$ cat src/rtl/zclk_pkg.sv
// Shared definitions for the Z80 clock-rate controller: rate codes,
// rate-FSM states and the rate-equivalence rule.
package zclk_pkg;

  localparam logic [1:0] TURBO_35 = 2'b00;
  localparam logic [1:0] TURBO_7  = 2'b01;
  localparam logic [1:0] TURBO_14 = 2'b10;

  typedef enum logic [1:0] {
    ST_RUN,
    ST_PEND,
    ST_WAIT_Z,
    ST_HOLD
  } rate_state_e;

  // Codes 10 and 11 both mean 14MHz; bit0 only matters when bit1 is clear.
  function automatic logic same_rate(input logic [1:0] a, input logic [1:0] b);
    return (a[1] == b[1]) && (a[1] || (a[0] == b[0]));
  endfunction

endpackage

$ cat src/rtl/zclk_turbo_ctrl_if.sv
// Signal bundle between the port decoder / video timing side (master)
// and the clock-rate controller (slave).
interface zclk_turbo_ctrl_if;

  logic       zneg;
  logic       rfsh_n;
  logic [1:0] turbo_req;
  logic       iorq_s;
  logic       external_port;
  logic       dos_on;
  logic       vdos_off;
  logic       boost_start;
  logic [4:0] hcnt;
  logic       upper8;
  logic [1:0] turbo;
  logic       stall;
  logic       t_boost;
  logic       turbo_chg;

  modport master (
    output zneg, rfsh_n, turbo_req, iorq_s, external_port, dos_on, vdos_off,
           boost_start, hcnt, upper8,
    input  turbo, stall, t_boost, turbo_chg
  );

  modport slave (
    input  zneg, rfsh_n, turbo_req, iorq_s, external_port, dos_on, vdos_off,
           boost_start, hcnt, upper8,
    output turbo, stall, t_boost, turbo_chg
  );

endinterface

$ cat src/rtl/zclk_stall_cnt.sv
// DOS/IO wait-state window: asserts in the trigger cycle, then for the
// loaded number of cycles; a retrigger only ever lengthens the window.
module zclk_stall_cnt #(
  parameter int IO_N  = 8,
  parameter int DOS_N = 4
) (
  input  logic clk,
  input  logic rst_n,
  input  logic dos_st,
  input  logic io_st,
  output logic dos_io_stall
);

  localparam int MAX_N = (IO_N > DOS_N) ? IO_N : DOS_N;
  localparam int CW    = $clog2(MAX_N) + 1;

  localparam logic [CW-1:0] IO_LEN  = CW'(IO_N);
  localparam logic [CW-1:0] DOS_LEN = CW'(DOS_N);
  localparam logic [CW-1:0] MAX_LEN = CW'(MAX_N);

  logic [CW-1:0] cnt;
  logic [CW-1:0] load_len;

  // NOTE: every variable assigned in always_comb gets a default first so no latch is inferred.
  always_comb begin
    load_len = DOS_LEN;
    if (io_st && dos_st) load_len = MAX_LEN;
    else if (io_st)      load_len = IO_LEN;
  end

  // NOTE: sequential state uses non-blocking assignments only.
  always_ff @(posedge clk or negedge rst_n) begin
    if (!rst_n) begin
      cnt <= '0;
    end else if (dos_st || io_st) begin
      cnt <= (cnt > load_len) ? cnt : load_len;
    end else if (cnt != '0) begin
      cnt <= cnt - CW'(1);
    end
  end

  assign dos_io_stall = dos_st | io_st | (cnt != '0);

endmodule

$ cat src/rtl/zclk_turbo_ctrl.sv
// Z80 clock-rate sequencer: applies turbo changes at a refresh cycle and
// zneg, stalls while the new rate settles, and runs the Pentagon boost window.
module zclk_turbo_ctrl
  import zclk_pkg::*;
#(
  parameter int DOS_STALL_CYC = 4,
  parameter int IO_STALL_CYC  = 8,
  parameter int SETTLE_CYC    = 2,
  parameter bit BOOST_EN      = 1'b1
) (
  input logic              clk,
  input logic              rst_n,
  zclk_turbo_ctrl_if.slave bus
);

  localparam int SW = $clog2(SETTLE_CYC + 1) + 1;

  rate_state_e   state;
  logic [1:0]    turbo_eff;
  logic [1:0]    turbo_out;
  logic [SW-1:0] settle_cnt;
  logic          turbo_chg;
  logic          t_boost;
  logic [2:0]    rfsh_sr;
  logic          rfsh_fall;
  logic          dos_st;
  logic          io_st;
  logic          dos_io_stall;

  // NOTE: the synchroniser resets to the idle (high) level so reset release cannot fake a refresh edge.
  always_ff @(posedge clk or negedge rst_n) begin
    if (!rst_n) rfsh_sr <= '1;
    else        rfsh_sr <= {rfsh_sr[1:0], bus.rfsh_n};
  end

  assign rfsh_fall = rfsh_sr[2] & ~rfsh_sr[1];

  always_ff @(posedge clk or negedge rst_n) begin
    if (!rst_n) begin
      state      <= ST_RUN;
      turbo_eff  <= TURBO_35;
      settle_cnt <= '0;
      turbo_chg  <= 1'b0;
    end else begin
      turbo_chg <= 1'b0;
      unique case (state)
        ST_RUN: begin
          if (!same_rate(bus.turbo_req, turbo_eff)) state <= ST_PEND;
        end
        ST_PEND: begin
          if (same_rate(bus.turbo_req, turbo_eff)) state <= ST_RUN;
          else if (rfsh_fall)                      state <= ST_WAIT_Z;
        end
        ST_WAIT_Z: begin
          // Whatever is requested at this zneg is what gets applied.
          if (bus.zneg) begin
            turbo_eff  <= bus.turbo_req;
            turbo_chg  <= (bus.turbo_req != turbo_eff);
            settle_cnt <= SW'(SETTLE_CYC);
            state      <= ST_HOLD;
          end
        end
        ST_HOLD: begin
          if (settle_cnt <= SW'(1)) begin
            settle_cnt <= '0;
            state      <= ST_RUN;
          end else begin
            settle_cnt <= settle_cnt - SW'(1);
          end
        end
      endcase
    end
  end

  generate
    if (BOOST_EN) begin : g_boost
      logic [4:0] hcnt_r;
      always_ff @(posedge clk or negedge rst_n) begin
        if (!rst_n) begin
          t_boost <= 1'b0;
          hcnt_r  <= '0;
        end else if (bus.boost_start && !t_boost) begin
          t_boost <= 1'b1;
          hcnt_r  <= bus.hcnt;
        end else if (t_boost && !bus.upper8 && (bus.hcnt == hcnt_r)) begin
          t_boost <= 1'b0;
        end
      end
    end else begin : g_no_boost
      assign t_boost = 1'b0;
    end
  endgenerate

  // Boost lifts 3.5MHz to 7MHz without going through the rate FSM.
  assign turbo_out = ((turbo_eff == TURBO_35) && t_boost) ? TURBO_7 : turbo_eff;

  assign dos_st = bus.dos_on | bus.vdos_off;
  assign io_st  = bus.iorq_s & bus.external_port & turbo_out[1];

  zclk_stall_cnt #(
    .IO_N  (IO_STALL_CYC),
    .DOS_N (DOS_STALL_CYC)
  ) u_stall_cnt (
    .clk          (clk),
    .rst_n        (rst_n),
    .dos_st       (dos_st),
    .io_st        (io_st),
    .dos_io_stall (dos_io_stall)
  );

  assign bus.turbo     = turbo_out;
  assign bus.stall     = dos_io_stall | (state == ST_HOLD);
  assign bus.t_boost   = t_boost;
  assign bus.turbo_chg = turbo_chg;

endmodule

$ cat src/flat_wrapper.sv
// flat-port wrapper written by rule: the top's interface ports become plain ports
module zclk_turbo_ctrl_flat import zclk_pkg::*;
#(
  parameter int DOS_STALL_CYC = 4,
  parameter int IO_STALL_CYC  = 8,
  parameter int SETTLE_CYC    = 2,
  parameter bit BOOST_EN      = 1'b1
)
  (clk, rst_n, bus_zneg, bus_rfsh_n, bus_turbo_req, bus_iorq_s, bus_external_port, bus_dos_on, bus_vdos_off, bus_boost_start, bus_hcnt, bus_upper8, bus_turbo, bus_stall, bus_t_boost, bus_turbo_chg);
  zclk_turbo_ctrl_if bus_i ();
  input logic clk;
  input logic rst_n;
  input wire logic [$bits(bus_i.zneg)-1:0] bus_zneg;
  input wire logic [$bits(bus_i.rfsh_n)-1:0] bus_rfsh_n;
  input wire logic [$bits(bus_i.turbo_req)-1:0] bus_turbo_req;
  input wire logic [$bits(bus_i.iorq_s)-1:0] bus_iorq_s;
  input wire logic [$bits(bus_i.external_port)-1:0] bus_external_port;
  input wire logic [$bits(bus_i.dos_on)-1:0] bus_dos_on;
  input wire logic [$bits(bus_i.vdos_off)-1:0] bus_vdos_off;
  input wire logic [$bits(bus_i.boost_start)-1:0] bus_boost_start;
  input wire logic [$bits(bus_i.hcnt)-1:0] bus_hcnt;
  input wire logic [$bits(bus_i.upper8)-1:0] bus_upper8;
  output wire logic [$bits(bus_i.turbo)-1:0] bus_turbo;
  output wire logic [$bits(bus_i.stall)-1:0] bus_stall;
  output wire logic [$bits(bus_i.t_boost)-1:0] bus_t_boost;
  output wire logic [$bits(bus_i.turbo_chg)-1:0] bus_turbo_chg;
  assign bus_i.zneg = bus_zneg;
  assign bus_i.rfsh_n = bus_rfsh_n;
  assign bus_i.turbo_req = bus_turbo_req;
  assign bus_i.iorq_s = bus_iorq_s;
  assign bus_i.external_port = bus_external_port;
  assign bus_i.dos_on = bus_dos_on;
  assign bus_i.vdos_off = bus_vdos_off;
  assign bus_i.boost_start = bus_boost_start;
  assign bus_i.hcnt = bus_hcnt;
  assign bus_i.upper8 = bus_upper8;
  assign bus_turbo = bus_i.turbo;
  assign bus_stall = bus_i.stall;
  assign bus_t_boost = bus_i.t_boost;
  assign bus_turbo_chg = bus_i.turbo_chg;
  zclk_turbo_ctrl #(.DOS_STALL_CYC(DOS_STALL_CYC), .IO_STALL_CYC(IO_STALL_CYC), .SETTLE_CYC(SETTLE_CYC), .BOOST_EN(BOOST_EN)) u_core (.clk(clk), .rst_n(rst_n), .bus(bus_i));
endmodule
$ cat config.mk
export PLATFORM = sky130hd
export DESIGN_NAME = zclk_turbo_ctrl_flat
export DESIGN_NICKNAME = d
export VERILOG_FILES = /design/src/rtl/zclk_pkg.sv /design/src/rtl/zclk_turbo_ctrl_if.sv /design/src/rtl/zclk_stall_cnt.sv /design/src/rtl/zclk_turbo_ctrl.sv /design/src/flat_wrapper.sv
export SDC_FILE = /design/constraint.sdc
export NUM_CORES = 1
export LEC_CHECK = 0
export BUFFER_PORTS_ARGS = -buffer_cell sky130_fd_sc_hd__buf_2
export CAP_MARGIN = 15
export CORE_UTILIZATION = 55
export CTS_CLUSTER_DIAMETER = 120
export DETAILED_ROUTE_END_ITERATION = 10
export GPL_TIMING_DRIVEN = 0
export PLACE_DENSITY = 0.82
export SLEW_MARGIN = 20
export SYNTH_ARGS = -nofsm -noshare
export SYNTH_HDL_FRONTEND = slang
export SYNTH_SLANG_ARGS = --single-unit
$ cat constraint.sdc
create_clock -name clk -period 2.9 [get_ports clk]
set_input_delay 0.58 -clock clk [delete_from_list [all_inputs] [get_ports clk]]
set_output_delay 0.58 -clock clk [all_outputs]
set_load 0.02 [all_outputs]
# [Word level (Yosys, flattened, before mapping)]
# Index checks and enable logic that the tools add are counted.
[op_classes] n_addsub=2 magnitude_cmp=2 n_eq_ne=12 mux=19 n_bitwise=8 n_reduce_logical=20
[op_table] operator="4-bit two-way mux" count=5
[op_table] operator="2-bit two-way mux" count=6
[op_table] operator="2-bit case mux with 4 select lines" count=1
[op_table] operator="1-bit logical AND" count=6
[op_table] operator="3-bit two-way mux" count=2
[op_table] operator="2-bit != test, second input constant" count=3
[op_table] operator="3-bit case mux with 2 select lines" count=1
[op_table] operator="2-bit AND reduction" count=3
[op_table] operator="2-bit nonzero test" count=3
[op_table] operator="5-bit equality test" count=1
[op_table] operator="2-bit equality test, second input constant" count=2
[op_table] operator="4-bit > comparator" count=1
[op_table] operator="2-bit zero test" count=2
[op_table] operator="1-bit two-way mux" count=4
[op_table] operator="1-bit bitwise OR" count=4
[op_table] operator="4-bit AND reduction" count=1
[op_table] operator="4-bit nonzero test" count=1
[op_table] operator="4-bit by 1-bit subtractor with 4-bit output, second input constant" count=1
[op_table] operator="1-bit AND" count=3
[op_table] operator="3-bit by 1-bit less-or-equal comparator with 1-bit output, second input constant" count=1
[op_table] operator="3-bit by 1-bit != test with 1-bit output, second input constant" count=1
[op_table] operator="3-bit by 1-bit subtractor with 3-bit output, second input constant" count=1
[op_table] operator="1-bit equality test" count=2
[op_table] operator="2-bit by 1-bit equality test with 1-bit output, second input constant" count=1
[op_table] operator="5 further kinds" count=7
[word_totals] register_bits=21 in_bits=17 output_inout_bits=5

# [Logic depth before layout (Yosys ltp)]
[depth] depth_word=9 mapped_depth=8 depth_no_buf=7

# [Modules after synthesis]
# A second synthesis with hierarchy kept.
[unflattened] hier_cells=100 area_unflattened_um2=1139.8
[by_module_without_submodules] module="zclk_turbo_ctrl" instances=1 cells_each=70 area_per_inst_um2=833.3
[by_module_without_submodules] module="zclk_stall_cnt" instances=1 cells_each=30 area_per_inst_um2=306.5

# [Worst setup path before layout]
# No wires, ideal clock.
[synth_timing] path_kind="input-to-reg" start="in bus_iorq_s" end="reg u_core.u_stall_cnt.cnt[0]" t_arrival_ps=1815 path_slack_ps=961 stages=8 path_buffers=1 cell_sequence="and3_1 > buf_6 > inv_1 > ha_1 > nor2b_1 > o21ai_2 > o21ai_0 > mux2_2"
[synth_between] elab_chain_cells=7 word_cells_on_any_way=12
[synth_rtl] element="start, declared" line_no="flat_wrapper.sv:16" rtl="input wire logic [$bits(bus_i.iorq_s)-1:0] bus_iorq_s;"
[synth_rtl] element="1-bit AND * (2 in series)" line_no="zclk_turbo_ctrl.sv:98" rtl="assign io_st = bus.iorq_s & bus.external_port & turbo_out[1];"
[synth_rtl] element="4-bit two-way mux / 1-bit logical AND (equally long branches)" line_no="zclk_stall_cnt.sv:28, zclk_stall_cnt.sv:27"
[synth_rtl] element="4-bit two-way mux" line_no="zclk_stall_cnt.sv:27" rtl="if (io_st && dos_st) load_len = MAX_LEN;"
[synth_rtl] element="4-bit > comparator" line_no="zclk_stall_cnt.sv:36" rtl="cnt <= (cnt > load_len) ? cnt : load_len;"
[synth_rtl] element="2-bit != test (no line)"
[synth_rtl] element="2-bit AND reduction (no line)"
[synth_rtl] element="end signal, assigned" line_no="zclk_stall_cnt.sv:36"
[synth_rtl] element="end signal, assigned" line_no="zclk_stall_cnt.sv:38" rtl="cnt <= cnt - CW'(1);"
[synth_rtl] element="end, declared" line_no="zclk_stall_cnt.sv:21" rtl="logic [CW-1:0] cnt;"
# Every way passes the cells marked *; elsewhere a longest branch is shown, timed or not. The select of a mux whose other input is x is not followed.
# A chain may end at the register's enable or synchronous reset.

# [Worst setup path after layout]
[layout_timing] start="reg u_core.turbo_eff[1]" end="out bus_stall"
[layout_between] elab_chain_cells=7
[layout_rtl] element="start, declared" line_no="zclk_turbo_ctrl.sv:19" rtl="logic [1:0] turbo_eff;"
[layout_rtl] element="start signal, assigned" line_no="zclk_turbo_ctrl.sv:57" rtl="turbo_eff <= bus.turbo_req;"
[layout_rtl] element="2-bit zero test" line_no="zclk_turbo_ctrl.sv:95" rtl="assign turbo_out = ((turbo_eff == TURBO_35) && t_boost) ? TURBO_7 : turbo_eff;"
[layout_rtl] element="1-bit logical AND" line_no="zclk_turbo_ctrl.sv:95"
[layout_rtl] element="2-bit two-way mux *" line_no="zclk_turbo_ctrl.sv:95"
[layout_rtl] element="1-bit AND *" line_no="zclk_turbo_ctrl.sv:98"
[layout_rtl] element="1-bit bitwise OR * (2 in series)" line_no="zclk_stall_cnt.sv:42" rtl="assign dos_io_stall = dos_st | io_st | (cnt != '0);"
[layout_rtl] element="1-bit bitwise OR *" line_no="zclk_turbo_ctrl.sv:112" rtl="assign bus.stall = dos_io_stall | (state == ST_HOLD);"
[layout_rtl] element="end, declared" line_no="flat_wrapper.sv:24" rtl="output wire logic [$bits(bus_i.stall)-1:0] bus_stall;"
# Every way passes the cells marked *; elsewhere a longest branch is shown, timed or not.

==> metrics.md <==
| Metric | Value |
|---|---|
| Status | completed |
| Mapped Nets | 128 |
| Root Driver | clkbuf_4 |
| Drt initial violations | 26 |
| Sequential power share | 42.9% |
| Initial Utilization | 61.7% |
| CTS resizes | 0 |
| Dpl cell area | 0.00126 mm2 |
| Critical path arrival | 1640 ps |
| TritonCTS clock tree | yes |
| Core footprint | 0.00182 mm2 |
| Post-Synthesis Cells | 106 |
| Fmax achieved | 451 MHz |
| Skew final | 9.53 ps |
| Logic pwr share | 45.3% |
| Setup crit start | u_core.turbo_eff[1] |
| Cts hold-fix bufs | 0 |
| Total negative slack | 0 ps |
| Vias in the first global route | 866 |
| # IOs | 22 |
| Ys flop type | dfrtp_1 |
| Hold Fails Final Rpt | 0 |
| Chip height | 47.2 um |
| Worst Path Max Fanout | 7 |
| Power Density | 945 mW/mm2 |
| DR vias/cell | 5.46 |
| Tot Pwr | 0.00122 W |
| Tcrit/Tclk final | 76.4% |
| Layout cell share with drive strength beyond 1 | 32.1% |
| Final setup vio count | 0 |
| Ys async rst share | 100% |
| Clock Sinks | 21 |
| Floorplan row count | 15 |
| Hpwl dp | 1.57 mm |
| GPL Wtd Cong | 0.875 |
| Worst-Margin Slew | 458 ps |
| Design Area, Final | 0.00129 mm2 |
| Final #Nets | 154 |
| RSZ-0062 raised after global routing | no |
| Hold Path Class | in -> async |
| Commonest non-fill, non-tap cell in the layout | buf_2 |
| Switching Fraction | 39.3% |
| Switching power | 0.000478 W |
| Slew HR | 69.5% |
| Worst endpoint required time | 2320 ps |
| Static Leak | 0.583 nW |
| Max VDD drop | 0.000613 V |
| Total wire length | 2.01 mm |
| FILL cells | 138 |
| Syn. warnings | 0 |
| Worst Setup End Kind | output port |
| Initial antenna violation count | 0 |
| Worst R2R Start | u_core.turbo_eff[1] |
| CP Launch Type | flop |
| Post-synth cell types | 35 |
| Chip Width | 47.2 um |
| Diode count | 0 |
| Max_cap viols | 0 |
| Clock Latency Late Sink | 310 ps |
| DRC | 0 |
| Mapped cell area | 0.00112 mm2 |
| Synthesized area per cell | 10.6 um2 |
| Synth Register Bits | 21 |
| Largest net degree at the start of global routing | 22 |
| Number of CTS-inserted buffers | 3 |
| Port bufs | 21 |
| Clk pwr share | 11.7% |
| Multi-input gate area | 538 um2 |
| Global-route wire length before repair | 3.45 mm |
| Antenna viol nets, final | 0 |
| Area grow syn2layout | 14.6% |
| Setup CP Type | reg -> out |
| Most frequent cells in the layout | buf_2, dfrtp_1, inv_1 |
| Clk buf depth | 2 |
| Total GRT Usage | 22.8% |
| Final worst path period need | 2220 ps |
| DR pass1 iterations | 4 |
| Reg2Reg Setup Slack | 900 ps |
| Final Slew Violations | 0 |
| Number of synthesized flops with an enable pin | 0 |
| Routed length per instance | 12.9 um |
| GR Overflow Total | 0 |
| Sequential Area | 529 um2 |
| H-Tree Depth | 1 |
| CTS clock-pin slew for the worst setup and hold paths | 120 ps |
| P_int | 0.000739 W |
| Total number of vias | 851 |
| Sequential area share after synthesis | 47.1% |
| Die area | 0.00223 mm2 |
| Post-CTS setup buffer count | 0 |
-- kinds of logic (layout without fill, tap and decap cells) --
logic type	count (synthesis)	in the layout	share of synthesized area, %
simple gates	29	29	14.1
buf+inv	13	38	5.01
flops	21	21	47.1
compound gates	23	23	14.7
xor+xnor	7	7	5.46
fa+ha+maj	5	5	5.57
mux	8	8	8.02
-- final timing paths --
path | to | cells past startpoint
setup / recovery | bus_stall | 5
hold / removal | u_core.turbo_eff[0] | 1
setup reg to reg | u_core.u_stall_cnt.cnt[0] | 8
hold reg to reg | u_core.rfsh_sr[1] | 0
max in group asynchronous | u_core.rfsh_sr[0] | 1
min in group clk | u_core.rfsh_sr[1] | 0
-- cell usage after synthesis (2+ instances only) --
master | count | share of area [%]
dfrtp_1 | 18 | 40
inv_1 | 11 | 3.7
mux2_2 | 8 | 8.0
nand2_1 | 7 | 2.3
xnor2_1 | 6 | 4.7
ha_1 | 5 | 5.6
nor2_1 | 5 | 1.7
nand3_1 | 4 | 1.8
o21ai_0 | 4 | 1.8
a21oi_1 | 3 | 1.3
dfstp_2 | 3 | 7.0
nor2b_1 | 3 | 1.7
nor3_1 | 3 | 1.3
a221oi_1 | 2 | 1.6
a22o_1 | 2 | 1.6
o22ai_1 | 2 | 1.1
o31ai_1 | 2 | 1.3
-- worst max-delay path, cell delays in order, from the launching register on --
cell and delay, ps:
dfrtp_1 460, and3_1 220, buf_6 130, nor3_1 210, nand3_1 120, buf_2 180
-- metrics by stage --
stage                     hold WS, ps  instances  worst slack (ps)  utilization, %
final                             194        156               684            70.7
after global routing              227        156               550            70.7
after CTS                         215        156               689            70.7
after detailed placement          360        152               724            69.2
after global placement            347        152               770            69.2
after floorplan                   284        106               961               -
-- registers in the layout, indices dropped and copies added (netlist names), named ones only --
register / count
u_core.g_boost.hcnt_r: 5
u_core.rfsh_sr: 3
u_core.turbo_eff: 2
u_core.u_stall_cnt.cnt: 4
u_core.bus.turbo_chg: 1
u_core.bus.t_boost: 1
u_core.settle_cnt: 3
u_core.state: 1
-- cell type report --
cell class                      count  share of cell area, %
Buffer                              2                   1.17
Clock buffer                        3                   1.75
Clock inverter                      1                  0.389
Inverter                           11                   3.21
Multi-Input combinational cell     72                   41.8
Sequential cell                    21                   41.1
Tap cell                           25                   2.43
Timing Repair Buffer               21                   8.16
-- power groups by stage --
stage / clock network (W) / registers [W] / logic (W)
after floorplan: 0 / 0.000507 / 0.000434
after global placement: 0 / 0.000518 / 0.000522
after detailed placement: 0 / 0.000527 / 0.000556
after CTS: 0.000146 / 0.000522 / 0.000558
after global routing: 0.000154 / 0.000539 / 0.000626
final: 0.000143 / 0.000522 / 0.000552
-- routing by layer --
layer / up-vias / global-route usage [%] / share of wire, %
li1: 425 / - / -
met1: 403 / 26.5 / 45
met2: 19 / 39.2 / 50
met3: 4 / 5.38 / 3.0
met4: 0 / 12.0 / 1.9
met5: - / 0 / 0
Power figures use the tool's default switching activity.
